$ cat src/rtl/lsu_wb.sv
// Load/store unit with register-file write-back over a single-cycle-ack bus.
// Optional misaligned-word trap: define LSU_ALIGN_CHECK_EN.
module lsu_wb #(
  parameter int BUS_TIMEOUT = 16
) (
  input  logic        clk,
  input  logic        rst,
  input  logic        ex_valid,
  input  logic [4:0]  ex_wd,
  input  logic        ex_wreg,
  input  logic [31:0] ex_wdata,
  input  logic [2:0]  ex_mem_op,
  input  logic [31:0] ex_mem_addr,
  input  logic [31:0] ex_store_data,
  output logic        stall_req,
  output logic        bus_req,
  output logic        bus_we,
  output logic [31:0] bus_addr,
  output logic [31:0] bus_wdata,
  output logic [3:0]  bus_sel,
  input  logic [31:0] bus_rdata,
  input  logic        bus_ack,
  output logic        wb_we,
  output logic [4:0]  wb_waddr,
  output logic [31:0] wb_wdata,
  output logic        bus_err,
  output logic        exc_misalign
);

  localparam logic [0:0] IDLE = 1'b0;
  localparam logic [0:0] BUS  = 1'b1;

  localparam logic [2:0] OP_LB  = 3'b001;
  localparam logic [2:0] OP_LBU = 3'b010;
  localparam logic [2:0] OP_LW  = 3'b011;
  localparam logic [2:0] OP_SB  = 3'b101;
  localparam logic [2:0] OP_SW  = 3'b111;

  logic [0:0]  state;
  logic [7:0]  cnt;
  logic [2:0]  op_q;
  logic [31:0] addr_q;
  logic [31:0] data_q;
  logic [4:0]  wd_q;
  logic        wreg_q;

  logic        ex_mem;
  logic        ex_word;
  logic        ex_misal;
  logic        accept_mem;
  logic        q_word;
  logic        q_store;
  logic        cnt_last;
  logic [7:0]  ld_byte;
  logic [31:0] ld_result;

  // Undefined op codes fall through to the ALU write-back path.
  assign ex_mem = ex_valid &&
                  ((ex_mem_op == OP_LB) || (ex_mem_op == OP_LBU) || (ex_mem_op == OP_LW) ||
                   (ex_mem_op == OP_SB) || (ex_mem_op == OP_SW));
  assign ex_word = (ex_mem_op == OP_LW) || (ex_mem_op == OP_SW);

`ifdef LSU_ALIGN_CHECK_EN
  logic misal_q;
  assign ex_misal     = ex_mem && ex_word && (ex_mem_addr[1:0] != 2'b00);
  assign exc_misalign = misal_q;
`else
  assign ex_misal     = 1'b0;
  assign exc_misalign = 1'b0;
`endif

  assign accept_mem = ex_mem && !ex_misal;
  assign q_word     = (op_q == OP_LW) || (op_q == OP_SW);
  assign q_store    = (op_q == OP_SB) || (op_q == OP_SW);
  assign cnt_last   = (cnt == 8'(BUS_TIMEOUT - 1));

  // Stall releases in the cycle the access completes or times out, so EX moves on that edge.
  always_comb begin
    stall_req = 1'b0;
    if (!rst) begin
      if (state == IDLE) stall_req = accept_mem;
      else               stall_req = !(bus_ack || cnt_last);
    end
  end

  always_comb begin
    bus_req   = 1'b0;
    bus_we    = 1'b0;
    bus_sel   = 4'b0000;
    bus_addr  = 32'h0;
    bus_wdata = 32'h0;
    if (state == BUS) begin
      bus_req  = 1'b1;
      bus_we   = q_store;
      bus_addr = addr_q;
      if (q_word) begin
        bus_addr[1:0] = 2'b00;
        bus_sel       = 4'hF;
        bus_wdata     = data_q;
      end else begin
        bus_sel   = 4'b0001 << addr_q[1:0];
        bus_wdata = {4{data_q[7:0]}};
      end
    end
  end

  always_comb begin
    case (addr_q[1:0])
      2'd0:    ld_byte = bus_rdata[7:0];
      2'd1:    ld_byte = bus_rdata[15:8];
      2'd2:    ld_byte = bus_rdata[23:16];
      default: ld_byte = bus_rdata[31:24];
    endcase
    if (op_q == OP_LW)      ld_result = bus_rdata;
    else if (op_q == OP_LB) ld_result = {{24{ld_byte[7]}}, ld_byte};
    else                    ld_result = {24'h0, ld_byte};
  end

  always_ff @(posedge clk or posedge rst) begin
    if (rst) begin
      state    <= IDLE;
      cnt      <= 8'h0;
      op_q     <= 3'b000;
      addr_q   <= 32'h0;
      data_q   <= 32'h0;
      wd_q     <= 5'h0;
      wreg_q   <= 1'b0;
      wb_we    <= 1'b0;
      wb_waddr <= 5'h0;
      wb_wdata <= 32'h0;
      bus_err  <= 1'b0;
`ifdef LSU_ALIGN_CHECK_EN
      misal_q  <= 1'b0;
`endif
    end else begin
      wb_we   <= 1'b0;
      bus_err <= 1'b0;
`ifdef LSU_ALIGN_CHECK_EN
      misal_q <= 1'b0;
`endif
      case (state)
        IDLE: begin
          if (ex_valid) begin
            if (ex_misal) begin
`ifdef LSU_ALIGN_CHECK_EN
              misal_q <= 1'b1;
`endif
            end else if (ex_mem) begin
              op_q   <= ex_mem_op;
              addr_q <= ex_mem_addr;
              data_q <= ex_store_data;
              wd_q   <= ex_wd;
              wreg_q <= ex_wreg;
              cnt    <= 8'h0;
              state  <= BUS;
            end else begin
              wb_we    <= ex_wreg;
              wb_waddr <= ex_wd;
              wb_wdata <= ex_wdata;
            end
          end
        end
        BUS: begin
          // An ack in the last allowed cycle still counts as success.
          if (bus_ack) begin
            if (!q_store) begin
              wb_we    <= wreg_q;
              wb_waddr <= wd_q;
              wb_wdata <= ld_result;
            end
            cnt   <= 8'h0;
            state <= IDLE;
          end else if (cnt_last) begin
            bus_err <= 1'b1;
            cnt     <= 8'h0;
            state   <= IDLE;
          end else begin
            cnt <= cnt + 8'h1;
          end
        end
        default: state <= IDLE;
      endcase
    end
  end

endmodule

$ cat config.mk
export PLATFORM = sky130hd
export DESIGN_NAME = lsu_wb
export DESIGN_NICKNAME = d
export VERILOG_FILES = /design/src/rtl/lsu_wb.sv
export SDC_FILE = /design/constraint.sdc
export NUM_CORES = 1
export LEC_CHECK = 0
export BUFFER_PORTS_ARGS = -buffer_cell sky130_fd_sc_hd__buf_2
export CORE_MARGIN = 8
export CORE_UTILIZATION = 50
export CTS_BUF_LIST = sky130_fd_sc_hd__clkbuf_2
export CTS_CLUSTER_SIZE = 28
export DETAILED_ROUTE_END_ITERATION = 7
export GPL_TIMING_DRIVEN = 0
export PLACE_DENSITY = 0.94
export SYNTH_ARGS = -nofsm -noshare
export SYNTH_HDL_FRONTEND = slang
export SYNTH_SLANG_ARGS = --single-unit
$ cat constraint.sdc
create_clock -name clk -period 4.58 [get_ports clk]
set_clock_uncertainty 0.1 [all_clocks]
set_input_delay 0.229 -clock clk [delete_from_list [all_inputs] [get_ports clk]]
set_output_delay 0.229 -clock clk [all_outputs]
set_load 0.005 [all_outputs]
Yosys cells after proc, flatten, opt, wreduce, memory -nomap -nowiden. Index checks and enable logic that the tools add are counted.

Flip-flop bits (word level): 121. Output and inout port bits: 111. Logic and storage cells: 85. Input bits: 141.

Add/sub/neg operators: 1. Reduce and logical (&&, ||, !) cells: 13. Equality and inequality tests: 17. Shift-type cells: 1. Bitwise logic cells: 1. Muxes and demuxes: 41.

Operator list (number): two-way mux 32 bit (9); one-hot mux 32 bit (2 select lines) (1); two-way mux 8 bit (4); one-hot mux 8 bit (3 select lines) (1); two-way mux 5 bit (4); one-hot mux 8 bit (2 select lines) (1); two-way mux 1 bit (15); equality test 3 bit (second input constant) (4); != test 2 bit (second input constant) (5); one-hot mux 5 bit (2 select lines) (1); equality test 3 x 2 -> 1 bit (second input constant) (3); adder 8 x 1 -> 8 bit (second input constant) (1); equality test 8 x 4 -> 1 bit (second input constant) (1); two-way mux 4 bit (2); logical OR 1 bit (7); equality test 3 x 1 -> 1 bit (second input constant) (2); one-hot mux 1 bit (2 select lines) (2); AND reduction 4 bit (1); << shifter 1 x 2 -> 4 bit (first input constant) (1); AND reduction 3 bit (1); equality test 2 x 1 -> 1 bit (second input constant) (1); equality test 2 bit (second input constant) (1); logical NOT 2 bit (1); two-way mux 2 bit (1); other kinds (4) (4).

Depth between registers and ports, before layout.
Depth after elaboration: 9. Mapped depth: 7. Depth with buffers taken out: 5.

Worst setup path before layout. OpenSTA, ideal clock, no wires.

Path type: reg-to-reg. From: reg addr_q[0]. To: reg wb_wdata[14]. Setup slack: 2.739 ns. Required time: 4.332 ns. Arrival time: 1.594 ns. Library setup time: 0.148 ns. Stages on the path, launching flop included: 7. Buffers on the path: 2. Period minus slack after synthesis: 1.841 ns. Cells stage by stage: dfrtp_1 buf_6 mux4_2 and4bb_4 nor3_4 buf_6 a221oi_1.

Cells in the longest elaborated chain, start to end: 7.

Ends and longest elaborated chain: start: declaration (RTL line 42) `logic [31:0] addr_q;`; start signal: assignment (RTL line 150) `addr_q <= ex_mem_addr;`; equality test 2 bit (tied with other cells) (RTL line 108) `case (addr_q[1:0])`; one-hot mux 8 bit (3 select lines) * (RTL line 108); two-way mux 32 bit * (RTL line 115) `else if (op_q == OP_LB) ld_result = {{24{ld_byte[7]}}, ld_byte};`; two-way mux 32 bit * (RTL line 114) `if (op_q == OP_LW) ld_result = bus_rdata;`; two-way mux 32 bit * (RTL line 166) `if (!q_store) begin`; two-way mux 32 bit * (RTL line 165) `if (bus_ack) begin`; one-hot mux 32 bit (2 select lines) * (RTL line 141) `case (state)`; end signal: assignment (RTL line 159) `wb_wdata <= ex_wdata;`; end signal: assignment (RTL line 169) `wb_wdata <= ld_result;`; end: declaration (RTL line 25) `output logic [31:0] wb_wdata,`.

Mark *: on every way between the ends. The rest lies on a longest branch, timed or not. The select of a mux whose other input is x is not followed. A chain may end at the register's enable or synchronous reset.

Worst setup path in the final report.
From: reg state. To: out stall_req.

Cells in the longest elaborated chain, start to end: 2.

Ends and longest elaborated chain: start: declaration (RTL line 39) `logic [0:0] state;`; start signal: assignment (RTL line 121) `state <= IDLE;`; start signal: assignment (RTL line 155) `state <= BUS;`; start signal: assignment (RTL line 172) `state <= IDLE;`; two-way mux 1 bit (RTL line 81) `if (state == IDLE) stall_req = accept_mem;`; two-way mux 1 bit (RTL line 80) `if (!rst) begin`; end: declaration (RTL line 15) `output logic stall_req,`.

Every way passes these cells.

==> run_results.csv <==
group,metric,value,unit
run_status,status,"complete, no violations",
grt,grt_pass1_vias,7099,
synth,synth.avg_cell_area,10.5,sq um
setup_path,worst-setup-path-type,"reg2out",
placement,dp_hpwl,15.5,mm
setup_path,worst_ep_arrival_time,2620,ps
synth,ys_warn_count,0,
placement,place_congestion,0.881,
finish,layout-drive-gt1-share,37.5,%
placement,portBuffers,249,
floorplanning,placementRows,40,
synth,synthArstFlopShare,100,%
timing,tightest_slew,969,ps
timing,drv_slew,0,
grt,grt_max_degree,82,
hold_path,holdCritPathClass,"in2reg",
finish,nets,1130,
clocking,postCtsResizedCells,0,
floorplanning,die_h,125,um
detailed_routing,wl_per_cell,21.4,um
floorplanning,die_w,125,um
detailed_routing,antenna_left,0,
synth,synthTopCellsByCount,"121 x dfrtp_1, 75 x nand2_1, 72 x nor2_1, 70 x mux2_2",
job,maxCapViolCount,0,
synth,synth_nets,713,
synth,yosysMostFrequentCell,"dfrtp_1",
timing,finalSetupViolCount,0,
pwr,ir_worst_vdd,236,uV
synth,ys.flop_type,"dfrtp_1",
detailed_routing,vias,6637,
timing,fin_crit,2940,ps
detailed_routing,totalWireLength,24.6,mm
timing,period_share,64.3,%
synth,synth.distinct_cells,41,
detailed_routing,drc,0,
clocking,path_clk_slew,180,ps
setup_path,crit_path_end_kind,"output port",
clocking,postCtsSetupBuffers,0,
placement,pre_cts_slack,2300,ps
detailed_routing,drt-pass1-iter-count,5,
clocking,cts-root-buf,"clkbuf_2",
finish,fillCellCount,705,
clocking,clock_sinks,121,
timing,setup_ws,1640,ps
synth,syn_inst,571,
detailed_routing,first_iter_violations,674,
pwr,power_density,423,mW/mm^2
synth,yosysSeqAreaShare,50.7,%
setup_path,start_kind,"flip-flop",
grt,track_usage,30.9,%
grt,grt-ovfl-total,0,
placement,placed_area,0.00744,sq mm
pwr,p_leak,4.45,nW
floorplanning,start_util,50.4,%
synth,synth.area.top_cells,"dfrtp_1 51%, mux2_2 13%, nand2_1 4.7%",
detailed_routing,viasPerCell,5.76,
clocking,cts_tree,"built",
synth,synth_top_area_share,50.7,%
finish,stdcell_area,0.00921,sq mm
floorplanning,core_area,0.0119,sq mm
floorplanning,pin_count,252,
grt,antenna_found_initial,4,
grt,grt_pass1_wl,38.1,mm
setup_path,worstPathMaxFanout,10,
finish,postLayoutCoreUtil,77.6,%
clocking,htreeDepth,4,
clocking,clock_latency,680,ps
synth,synth-edff-count,0,
synth,syn_area,0.00597,sq mm
clocking,numCtsBuffers,17,
clocking,cts_buffer_depth,2,
finish,syn_to_final_growth,54.2,%
timing,rsz0062_at_grt,"no",
timing,slew-limit-headroom,34.9,%
timing,max_clock_freq,340,MHz
synth,yosysTopAreaCell,"dfrtp_1",
synth,synth_seq_cells,121,
floorplanning,die_area,0.0157,sq mm
timing,finalHoldViolCount,0,
setup_path,critPathRequiredTime,4250,ps
## per-layer routing
metal	vias to the layer above	wire, um	part of all wire (%)	GRT usage (%)
li1	2851	-	-	-
met1	3164	8730	35	33.0
met2	518	11700	48	50.4
met3	104	2830	12	12.5
met4	0	1330	5.4	19.7
met5	-	0	0	0
## sequential cells by signal (all words and copies together), names as in the netlist
register,count
addr_q,32
bus_err,1
wreg_q,1
wd_q,5
state,1
wb_waddr,5
wb_we,1
cnt,8
wb_wdata,32
op_q,3
data_q,32
## worst paths after layout
kind	from	to	slack, ps	cells past startpoint
setup / recovery	state$_DFF_PP0_	stall_req	1640	6
hold / removal	ex_mem_addr[6]	addr_q[6]$_DFFE_PP0P_	210	3
setup reg to reg	state$_DFF_PP0_	wb_wdata[22]$_DFFE_PP0P_	1720	7
hold reg to reg	cnt[7]$_DFFE_PP0P_	cnt[7]$_DFFE_PP0P_	420	1
max in group asynchronous	rst	wb_wdata[10]$_DFFE_PP0P_	3040	5
min in group asynchronous	rst	wb_wdata[12]$_DFFE_PP0P_	600	4
## layout by cell type (no fill, tap or decap), types with 4 or more instances in the layout
master	Yosys	final
dlygate4sd3_1	0	148
a31oi_1	7	7
clkbuf_2	0	21
nand3_1	7	7
mux2i_1	16	16
a21oi_1	40	40
nand2b_1	4	4
clkbuf_1	21	21
o21ai_0	4	4
o32a_1	4	4
nand2_1	75	75
and3_1	6	6
a221oi_1	25	25
buf_1	5	5
mux2_2	70	70
nor2_1	72	72
buf_2	14	263
bufinv_16	0	5
dfrtp_1	121	121
diode_2	0	4
and2_1	40	40
o2111ai_1	4	4
## metrics by stage
| step | instances | setup TNS (ps) | power (mW) | hold WS, ps |
|---|---|---|---|---|
| 2_1_floorplan | 571 | 0 | 2.20 | 262 |
| 3_3_place_gp | 967 | -48570 | 2.69 | 359 |
| 3_5_place_dp | 968 | 0 | 2.75 | 174 |
| 4_1_cts | 1148 | 0 | 3.80 | 124 |
| 5_1_grt | 1152 | 0 | 4.09 | 148 |
| 6_report | 1152 | 0 | 3.90 | 211 |
## report_power, final
part | total (mW) | switching [mW] | internal (mW)
clock | 0.820 | 0.405 | 0.415
combinational | 1.51 | 0.724 | 0.789
sequential | 1.57 | 0.204 | 1.36
total | 3.90 | 1.33 | 2.57
## final cells by class
type,count,area [sq um],share of cell area (%)
buffer,44,209,2.27
sequential,121,3030,32.9
antenna,4,10.0,0.109
timing repair buffer,398,2760,29.9
inverter,3,16.3,0.177
clock inverter,11,176,1.92
tap,147,184,2.00
clock buffer,21,105,1.14
multi-input combinational,403,2730,29.6
## repair_timing
item	CTS	global route
hold endpoints to repair	242	0
hold buffers	148	0
setup endpoints to repair	0	0
## critical path, cell delays in order (launching register included)
cell and delay, ps:
dfrtp_1 400, buf_2 240, nor2b_1 110, o21ai_1 530, buf_2 420, a21oi_1 100
buf_2 130
## logic make-up after synthesis
kind of cell / synth area share [%]
other cells: 0.0628
buf+inv: 3.69
compound gates: 11.1
simple gates: 16.6
fa+ha+maj: 0.209
flops: 50.7
mux: 17.6
Note: power is estimated with default switching activity, not from simulation.
